$ cat config.mk
export PLATFORM = sky130hd
export DESIGN_NAME = accbuf_reader_flat
export DESIGN_NICKNAME = d
export VERILOG_FILES = /design/src/rtl/accbuf_reader_if.sv /design/src/rtl/accbuf_reader.sv /design/src/flat_wrapper.sv
export SDC_FILE = /design/constraint.sdc
export NUM_CORES = 1
export LEC_CHECK = 0
export BUFFER_PORTS_ARGS = -buffer_cell sky130_fd_sc_hd__buf_4
export CAP_MARGIN = 0
export CORE_ASPECT_RATIO = 0.75
export CORE_MARGIN = 1.5
export CORE_UTILIZATION = 52
export CTS_BUF_LIST = sky130_fd_sc_hd__clkbuf_8
export CTS_CLUSTER_SIZE = 24
export DETAILED_ROUTE_END_ITERATION = 16
export PLACE_DENSITY = 0.79
export RECOVER_POWER = 25
export SETUP_SLACK_MARGIN = 0.4
export SLEW_MARGIN = 20
export SYNTH_ARGS = -nofsm -noshare
export SYNTH_HDL_FRONTEND = slang
export SYNTH_SLANG_ARGS = --single-unit
$ cat constraint.sdc
create_clock -name clk -period 3.54 [get_ports clk]
set_input_delay 0.708 -clock clk [delete_from_list [all_inputs] [get_ports clk]]
set_output_delay 0.708 -clock clk [all_outputs]
set_load 0.03 [all_outputs]
$ cat src/rtl/accbuf_reader_if.sv
// AXI-stream style output channel of the accumulator-buffer reader.
interface accbuf_reader_if #(
  parameter int unsigned DATAWIDTH = 64,
  parameter int unsigned NCHAN     = 4
);
  localparam int unsigned CW = (NCHAN > 1) ? $clog2(NCHAN) : 1;

  logic [DATAWIDTH-1:0] m_tdata;
  logic [CW-1:0]        m_tuser;
  logic                 m_tlast;
  logic                 m_tvalid;
  logic                 m_tready;

  modport master (output m_tdata, m_tuser, m_tlast, m_tvalid, input m_tready);
  modport slave  (input m_tdata, m_tuser, m_tlast, m_tvalid, output m_tready);
endinterface

$ cat src/rtl/accbuf_reader.sv
// Reads every enabled accumulator buffer (entries 0..ptr-1) after a start strobe
// and streams the words out in channel order through a credit-limited FIFO.
module accbuf_reader #(
  parameter int unsigned NCHAN     = 4,
  parameter int unsigned ADDRWIDTH = 10,
  parameter int unsigned DATAWIDTH = 64,
  parameter int unsigned RDLAT     = 2,
  parameter int unsigned FIFODEPTH = 4
) (
  input  logic                          clk,
  input  logic                          reset_n,
  input  logic                          start,
  input  logic                          abort,
  input  logic [NCHAN-1:0]              chan_mask,
  input  logic [NCHAN*ADDRWIDTH-1:0]    wr_addr,
  output logic [NCHAN-1:0]              rd_en,
  output logic [ADDRWIDTH-1:0]          rd_addr,
  input  logic [NCHAN*DATAWIDTH-1:0]    rd_data,
  accbuf_reader_if.master               axis,
  output logic                          busy,
  output logic                          done
);
  localparam int unsigned CW  = (NCHAN > 1) ? $clog2(NCHAN) : 1;
  localparam int unsigned PW  = (FIFODEPTH > 1) ? $clog2(FIFODEPTH) : 1;
  localparam int unsigned FCW = $clog2(FIFODEPTH + 1);
  localparam int unsigned SW  = $clog2(FIFODEPTH + RDLAT + 2) + 1;

  typedef enum logic [1:0] {IDLE, SEL, READ, DRAIN} state_t;
  typedef struct packed { logic valid; logic [CW-1:0] ch; logic last; } pipe_t;
  typedef struct packed { logic [DATAWIDTH-1:0] data; logic [CW-1:0] ch; logic last; } beat_t;

  state_t                             state_q, state_d;
  logic [NCHAN-1:0]                   mask_q, mask_d;
  logic [NCHAN-1:0][ADDRWIDTH-1:0]    cnt_q, cnt_d;
  logic [CW-1:0]                      ch_q, ch_d;
  logic [ADDRWIDTH-1:0]               a_q, a_d;
  logic                               busy_q, busy_d, done_q, done_d;
  logic [NCHAN-1:0]                   rd_en_q, rd_en_d;
  logic [ADDRWIDTH-1:0]               rd_addr_q, rd_addr_d;
  pipe_t                              pipe_q [RDLAT+1];
  pipe_t                              pipe_d [RDLAT+1];
  beat_t [FIFODEPTH-1:0]              mem_q, mem_d;
  logic [PW-1:0]                      wr_ptr_q, wr_ptr_d, rd_ptr_q, rd_ptr_d;
  logic [FCW-1:0]                     fifo_count_q, fifo_count_d;
  beat_t                              out_q, out_d, head_d;
  logic                               tvalid_q, tvalid_d;

  logic [NCHAN-1:0][ADDRWIDTH-1:0]    wr_word;
  logic [NCHAN-1:0][DATAWIDTH-1:0]    rd_word;
  logic                               sel_found, more_work, any_work, credit_ok, drained;
  logic [CW-1:0]                      sel_ch;
  logic [SW-1:0]                      outst;
  logic                               issue, issue_last, flush, push, pop;

  assign wr_word = wr_addr;
  assign rd_word = rd_data;
  assign pop     = tvalid_q & axis.m_tready;
  assign push    = pipe_q[RDLAT].valid;

  // Channel selection, in-flight read count and issue credit.
  always_comb begin
    sel_found = 1'b0;
    sel_ch    = '0;
    more_work = 1'b0;
    any_work  = 1'b0;
    outst     = '0;
    for (int i = int'(NCHAN) - 1; i >= 0; i--) begin
      if (mask_q[i] && cnt_q[i] != '0) begin
        sel_found = 1'b1;
        sel_ch    = CW'(i);
      end
    end
    for (int i = 0; i < int'(NCHAN); i++) begin
      if (mask_q[i] && cnt_q[i] != '0 && CW'(i) != ch_q) more_work = 1'b1;
      if (chan_mask[i] && wr_word[i] != '0) any_work = 1'b1;
    end
    for (int k = 0; k <= int'(RDLAT); k++) begin
      if (pipe_q[k].valid) outst = outst + SW'(1);
    end
    credit_ok = (outst + SW'(fifo_count_q)) < (SW'(FIFODEPTH) + SW'(pop));
    drained   = (outst == '0) &&
                ((fifo_count_q == '0) || (fifo_count_q == FCW'(1) && pop));
  end

  // Transfer FSM: next state, counters and issue decision.
  always_comb begin
    state_d    = state_q;
    mask_d     = mask_q;
    cnt_d      = cnt_q;
    ch_d       = ch_q;
    a_d        = a_q;
    busy_d     = busy_q;
    done_d     = 1'b0;
    issue      = 1'b0;
    issue_last = 1'b0;
    flush      = 1'b0;
    case (state_q)
      IDLE: begin
        if (start && !abort) begin
          mask_d = chan_mask;
          for (int i = 0; i < int'(NCHAN); i++) cnt_d[i] = chan_mask[i] ? wr_word[i] : '0;
          a_d     = '0;
          busy_d  = 1'b1;
          state_d = any_work ? SEL : DRAIN;
        end
      end
      SEL: begin
        if (sel_found) begin
          ch_d    = sel_ch;
          a_d     = '0;
          state_d = READ;
        end else begin
          state_d = DRAIN;
        end
      end
      READ: begin
        if (credit_ok) begin
          issue = 1'b1;
          if (a_q == cnt_q[ch_q] - ADDRWIDTH'(1)) begin
            issue_last     = !more_work;
            mask_d[ch_q]   = 1'b0;
            a_d            = '0;
            state_d        = SEL;
          end else begin
            a_d = a_q + ADDRWIDTH'(1);
          end
        end
      end
      DRAIN: begin
        if (drained) begin
          done_d  = 1'b1;
          busy_d  = 1'b0;
          state_d = IDLE;
        end
      end
      default: state_d = IDLE;
    endcase
    // Abort cancels everything in flight; the cycle after it reports done.
    if (abort && state_q != IDLE) begin
      state_d    = IDLE;
      done_d     = 1'b1;
      busy_d     = 1'b0;
      issue      = 1'b0;
      issue_last = 1'b0;
      flush      = 1'b0 | 1'b1;
    end
  end

  // BRAM read port, tag pipeline and output FIFO next-state.
  always_comb begin
    rd_en_d   = '0;
    rd_addr_d = rd_addr_q;
    if (issue) begin
      rd_en_d[ch_q] = 1'b1;
      rd_addr_d     = a_q;
    end
    pipe_d[0].valid = issue;
    pipe_d[0].ch    = ch_q;
    pipe_d[0].last  = issue_last;
    for (int k = 1; k <= int'(RDLAT); k++) pipe_d[k] = pipe_q[k-1];
    mem_d        = mem_q;
    wr_ptr_d     = wr_ptr_q;
    rd_ptr_d     = rd_ptr_q;
    fifo_count_d = fifo_count_q;
    if (flush) begin
      for (int k = 0; k <= int'(RDLAT); k++) pipe_d[k] = '0;
      wr_ptr_d     = '0;
      rd_ptr_d     = '0;
      fifo_count_d = '0;
    end else begin
      if (push) begin
        mem_d[wr_ptr_q].data = rd_word[pipe_q[RDLAT].ch];
        mem_d[wr_ptr_q].ch   = pipe_q[RDLAT].ch;
        mem_d[wr_ptr_q].last = pipe_q[RDLAT].last;
        wr_ptr_d = (wr_ptr_q == PW'(FIFODEPTH - 1)) ? '0 : wr_ptr_q + PW'(1);
      end
      if (pop) rd_ptr_d = (rd_ptr_q == PW'(FIFODEPTH - 1)) ? '0 : rd_ptr_q + PW'(1);
      fifo_count_d = fifo_count_q + FCW'(push) - FCW'(pop);
    end
    head_d   = mem_d[rd_ptr_d];
    tvalid_d = (fifo_count_d != '0);
    out_d    = tvalid_d ? head_d : '0;
  end

  // State and datapath registers.
  always_ff @(posedge clk or negedge reset_n) begin
    if (!reset_n) begin
      state_q      <= IDLE;
      mask_q       <= '0;
      cnt_q        <= '0;
      ch_q         <= '0;
      a_q          <= '0;
      busy_q       <= 1'b0;
      done_q       <= 1'b0;
      rd_en_q      <= '0;
      rd_addr_q    <= '0;
      for (int k = 0; k <= int'(RDLAT); k++) pipe_q[k] <= '0;
      mem_q        <= '0;
      wr_ptr_q     <= '0;
      rd_ptr_q     <= '0;
      fifo_count_q <= '0;
      out_q        <= '0;
      tvalid_q     <= 1'b0;
    end else begin
      state_q      <= state_d;
      mask_q       <= mask_d;
      cnt_q        <= cnt_d;
      ch_q         <= ch_d;
      a_q          <= a_d;
      busy_q       <= busy_d;
      done_q       <= done_d;
      rd_en_q      <= rd_en_d;
      rd_addr_q    <= rd_addr_d;
      for (int k = 0; k <= int'(RDLAT); k++) pipe_q[k] <= pipe_d[k];
      mem_q        <= mem_d;
      wr_ptr_q     <= wr_ptr_d;
      rd_ptr_q     <= rd_ptr_d;
      fifo_count_q <= fifo_count_d;
      out_q        <= out_d;
      tvalid_q     <= tvalid_d;
    end
  end

  assign rd_en         = rd_en_q;
  assign rd_addr       = rd_addr_q;
  assign busy          = busy_q;
  assign done          = done_q;
  assign axis.m_tvalid = tvalid_q;
  assign axis.m_tdata  = out_q.data;
  assign axis.m_tuser  = out_q.ch;
  assign axis.m_tlast  = out_q.last;
endmodule

$ cat src/flat_wrapper.sv
// flat-port wrapper written by rule: the top's interface ports become plain ports
module accbuf_reader_flat 
#(
  parameter int unsigned NCHAN     = 4,
  parameter int unsigned ADDRWIDTH = 10,
  parameter int unsigned DATAWIDTH = 64,
  parameter int unsigned RDLAT     = 2,
  parameter int unsigned FIFODEPTH = 4
)
  (clk, reset_n, start, abort, chan_mask, wr_addr, rd_en, rd_addr, rd_data, busy, done, axis_m_tdata, axis_m_tuser, axis_m_tlast, axis_m_tvalid, axis_m_tready);
  accbuf_reader_if #(.DATAWIDTH(DATAWIDTH), .NCHAN(NCHAN)) axis_i ();
  input  logic clk;
  input  logic reset_n;
  input  logic start;
  input  logic abort;
  input  logic [NCHAN-1:0] chan_mask;
  input  logic [NCHAN*ADDRWIDTH-1:0] wr_addr;
  output logic [NCHAN-1:0] rd_en;
  output logic [ADDRWIDTH-1:0] rd_addr;
  input  logic [NCHAN*DATAWIDTH-1:0] rd_data;
  output logic busy;
  output logic done;
  output wire logic [$bits(axis_i.m_tdata)-1:0] axis_m_tdata;
  output wire logic [$bits(axis_i.m_tuser)-1:0] axis_m_tuser;
  output wire logic [$bits(axis_i.m_tlast)-1:0] axis_m_tlast;
  output wire logic [$bits(axis_i.m_tvalid)-1:0] axis_m_tvalid;
  input wire logic [$bits(axis_i.m_tready)-1:0] axis_m_tready;
  assign axis_m_tdata = axis_i.m_tdata;
  assign axis_m_tuser = axis_i.m_tuser;
  assign axis_m_tlast = axis_i.m_tlast;
  assign axis_m_tvalid = axis_i.m_tvalid;
  assign axis_i.m_tready = axis_m_tready;
  accbuf_reader #(.NCHAN(NCHAN), .ADDRWIDTH(ADDRWIDTH), .DATAWIDTH(DATAWIDTH), .RDLAT(RDLAT), .FIFODEPTH(FIFODEPTH)) u_core (.clk(clk), .reset_n(reset_n), .start(start), .abort(abort), .chan_mask(chan_mask), .wr_addr(wr_addr), .rd_en(rd_en), .rd_addr(rd_addr), .rd_data(rd_data), .axis(axis_i), .busy(busy), .done(done));
endmodule
==> results by group <==
Yosys
  • Compound-Gate Fraction of Synth Area: 9.58%
  • Synthesized cell area: 20,600 um2
  • Seq/Total Area, Yosys: 52.2%
  • Post-synth EDFFs: 0
  • Combinational family with the most area after synthesis: multiplexers
  • Async SR Flop Fraction: 100%
  • Synthesized net count: 1,990
  • Simple-gate area share of the yosys netlist: 9.68%
  • Netlist cell types: 61
  • Adder and majority cell fraction of the synthesized area: 1.05%
  • Post-synthesis mux area share: 23.4%
  • Ys Warns: 0
  • Syn Inst Count: 1,669
  • XOR/XNOR Fraction of Synth Area: 0.724%
  • Avg Inst Size Synth: 12.3 um2
  • Post-synth top flop: dfrtp_1
  • Synthesis-stage register bit count: 429

Placement
  • Hpwl dp: 35,200 um
  • Placer Congestion: 0.890
  • IO buf count: 388
  • Cell Area, Placed: 24,200 um2
  • Placed cells: 2,465

Routing
  • Routed Wire Length: 55,800 um
  • First drt pass iteration count: 5
  • Drt wl/cell: 21.5 um
  • Routed Antenna Nets: 0
  • Residual DRC count: 0
  • Vias per Instance: 5.98
  • DRT iter0 DRCs: 1,210
  • Via count: 15,600

Status
  • Outcome: complete, but fails checks
  • Failing checks: capacitance limit, slew limit

Setup path
  • Arr. time, crit path: 3900 ps
  • Setup crit start: u_core.pipe_q[11]$_DFF_PN0_
  • CP required: 4000 ps
  • R2r worst-path depth: 15
  • Critical path capture point type: flip-flop
  • CP startpoint kind: flip-flop
  • Worst r2r dst: u_core.mask_q[2]$_DFFE_PN0P_
  • Critical path type: reg2reg
  • Crit path to: u_core.mask_q[2]$_DFFE_PN0P_
  • CP max FO: 4
  • Register-to-register setup slack: 110 ps
  • R2r startpoint: u_core.pipe_q[11]$_DFF_PN0_

Cells and area
  • Post-route design area: 25,900 um2
  • Layout Area Growth over Synthesis: 25.9%
  • Commonest non-fill, non-tap cell in the layout: dfrtp_1
  • Finished Layout Cells: 2,600
  • Most frequent cells in the layout: 427 x dfrtp_1, 411 x buf_4, 269 x mux2_2, 135 x or3_1, 135 x o211ai_1
  • Final #Nets: 2,357
  • Share of layout cells above drive strength 1: 44.5%
  • # diodes: 0

Timing
  • Hold Vio Cnt, Final: 0
  • Post-layout minimum cycle time: 3430 ps
  • Clock Skew: 17.9 ps
  • Min Hold Slack: 26.8 ps
  • Max Slew Vio Count: 333
  • Final setup viols: 0
  • Period utilization: 97.0%
  • Fmax: 291 MHz
  • Actual slew at the worst max-slew pin: 2470 ps
  • Setup TNS: 0 ps
  • Slew HR: -64.5%
  • RSZ-0062 raised after global routing: true

GRT
  • GRT Total Usage: 27.3%
  • Overflow after GRT: 0
  • Vias in the first global route: 16,200
  • Global-route wire length before repair: 87,700 um
  • Pin count of the biggest net entering global routing: 141
  • Number of antenna violations at the first check in global routing: 1

Clock network
  • Clk sinks: 429
  • Cts hold-fix bufs: 0
  • Clock Latency Late Sink: 620 ps
  • Clk pin slew, worst setup/hold paths: 60 ps
  • H-tree Lvls: 3
  • CTS buffer count: 69
  • CTS tree: yes
  • CTS Buffer Depth: 3
  • CTS Root Cell: clkbuf_8

Floorplan
  • Initial Util: 53.2%
  • Die H: 175 um
  • Io pins: 389
  • Die area: 40,700 um2
  • Die W: 233 um
  • Row count: 62
  • Core area: 38,600 um2

Power and ir drop
  • Worst IR Drop VDD: 0.753 mV
  • Power density cells: 856 nW/um2
  • Total power: 22.2 mW
  • Leak Pwr: 12.3 nW

Worst hold path
  • Hold Path Class: in2async

Job
  • Max_cap viols: 4
routing by layer:
metal	GRT usage (%)	vias up	part of all wire (%)
met5	0	-	0
met4	8.33	0	2.6
met3	5.60	128	6.1
met2	44.0	585	48
met1	37.5	7915	43
li1	-	6926	-
cells in the mapped netlist (5+ instances only):
cell,n,area (um2)
o211ai_1,135,1010
a31oi_1,8,50.1
inv_1,31,116
a21o_1,5,37.5
or2_2,5,31.3
ha_1,14,175
and2_1,7,43.8
clkbuf_1,127,477
nor2_1,35,131
o21ai_0,46,230
dfrtp_1,429,10700
a221o_1,5,50.1
xnor2_1,6,52.6
nor4_1,17,106
nand2_1,129,484
mux2i_1,11,110
buf_1,5,18.8
a21oi_1,75,375
nand3_1,13,65.1
nor3_1,12,60.1
mux2_2,269,3030
mux4_2,72,1620
xor2_1,11,96.3
or3_1,136,851
buf_2,7,35.0
critical path: stages, from the launching register on:
cell	delay [ps]
dfrtp_1	380
inv_2	60
ha_4	280
xor2_2	170
ha_2	220
inv_2	40
fa_1	500
nand4b_1	150
a221o_1	370
a221oi_2	300
nor3b_4	280
buf_12	150
buf_6	90
buf_6	80
buf_6	110
a41oi_2	110
registers in the layout, indices dropped and copies added, names as in the netlist, 2 cells and up:
register and cells:
u_core.mem_q 268, u_core.axis.m_tdata 64, u_core.cnt_q 40, u_core.pipe_q 11
u_core.a_q 10, u_core.rd_addr 10, u_core.mask_q 4, u_core.rd_en 4
u_core.fifo_count_q 3, u_core.axis.m_tuser 2, u_core.ch_q 2, u_core.rd_ptr_q 2
u_core.state_q 2, u_core.wr_ptr_q 2
what timing repair did:
action                                  4_1_cts  5_1_grt
pin swaps                                     8       13
resized for setup                            13       20
cloned                                        0        1
endpoints found under the setup margin       31       85
setup buffers                                 5        6
power by group:
part / switching (mW) / internal [mW] / leakage (nW)
registers: 0.965 / 6.49 / 5.66
clock network: 1.99 / 2.62 / 0.832
logic: 5.73 / 4.36 / 5.79
total: 8.69 / 13.5 / 12.3
logic make-up (layout without fill, tap and decap cells):
group | after synthesis | count (layout)
flops | 429 | 429
fa+ha+maj | 16 | 16
mux | 354 | 354
buf+inv | 174 | 592
compound gates | 298 | 299
xor+xnor | 17 | 17
simple gates | 381 | 381
worst min-delay path by stage:
stage,start,end,slack [ps],depth (start not counted)
floorplan,reset_n,u_core.a_q[0]$_DFFE_PN0P_,410,0
finish,reset_n,u_core.axis.m_tdata[16]$_DFF_PN0_,30,1
global route,reset_n,u_core.mem_q[220]$_DFF_PN0_,30,1
CTS,reset_n,u_core.mem_q[155]$_DFF_PN0_,30,1
global placement,u_core.pipe_q[4]$_DFF_PN0_,u_core.pipe_q[0]$_DFF_PN0_,430,1
detailed placement,u_core.pipe_q[10]$_DFF_PN0_,u_core.pipe_q[6]$_DFF_PN0_,430,1
through the flow:
step / util (%) / setup slack, ps
2_1_floorplan: - / 329
3_3_place_gp: 62.5 / 249
3_5_place_dp: 62.5 / 85.5
4_1_cts: 66.7 / 220
5_1_grt: 67.0 / 4.26
6_report: 67.0 / 106
layout make-up:
type                    instances  area, um2
well taps                     512        641
repair buffers                437       3490
inverters                      32        125
multi-input cells            1067       9370
flip-flops and latches        429      10700
clock buffers                  92       1270
clock inverters                31        249
fillers                      2745      12800
Note: power is estimated with default switching activity, not from simulation.
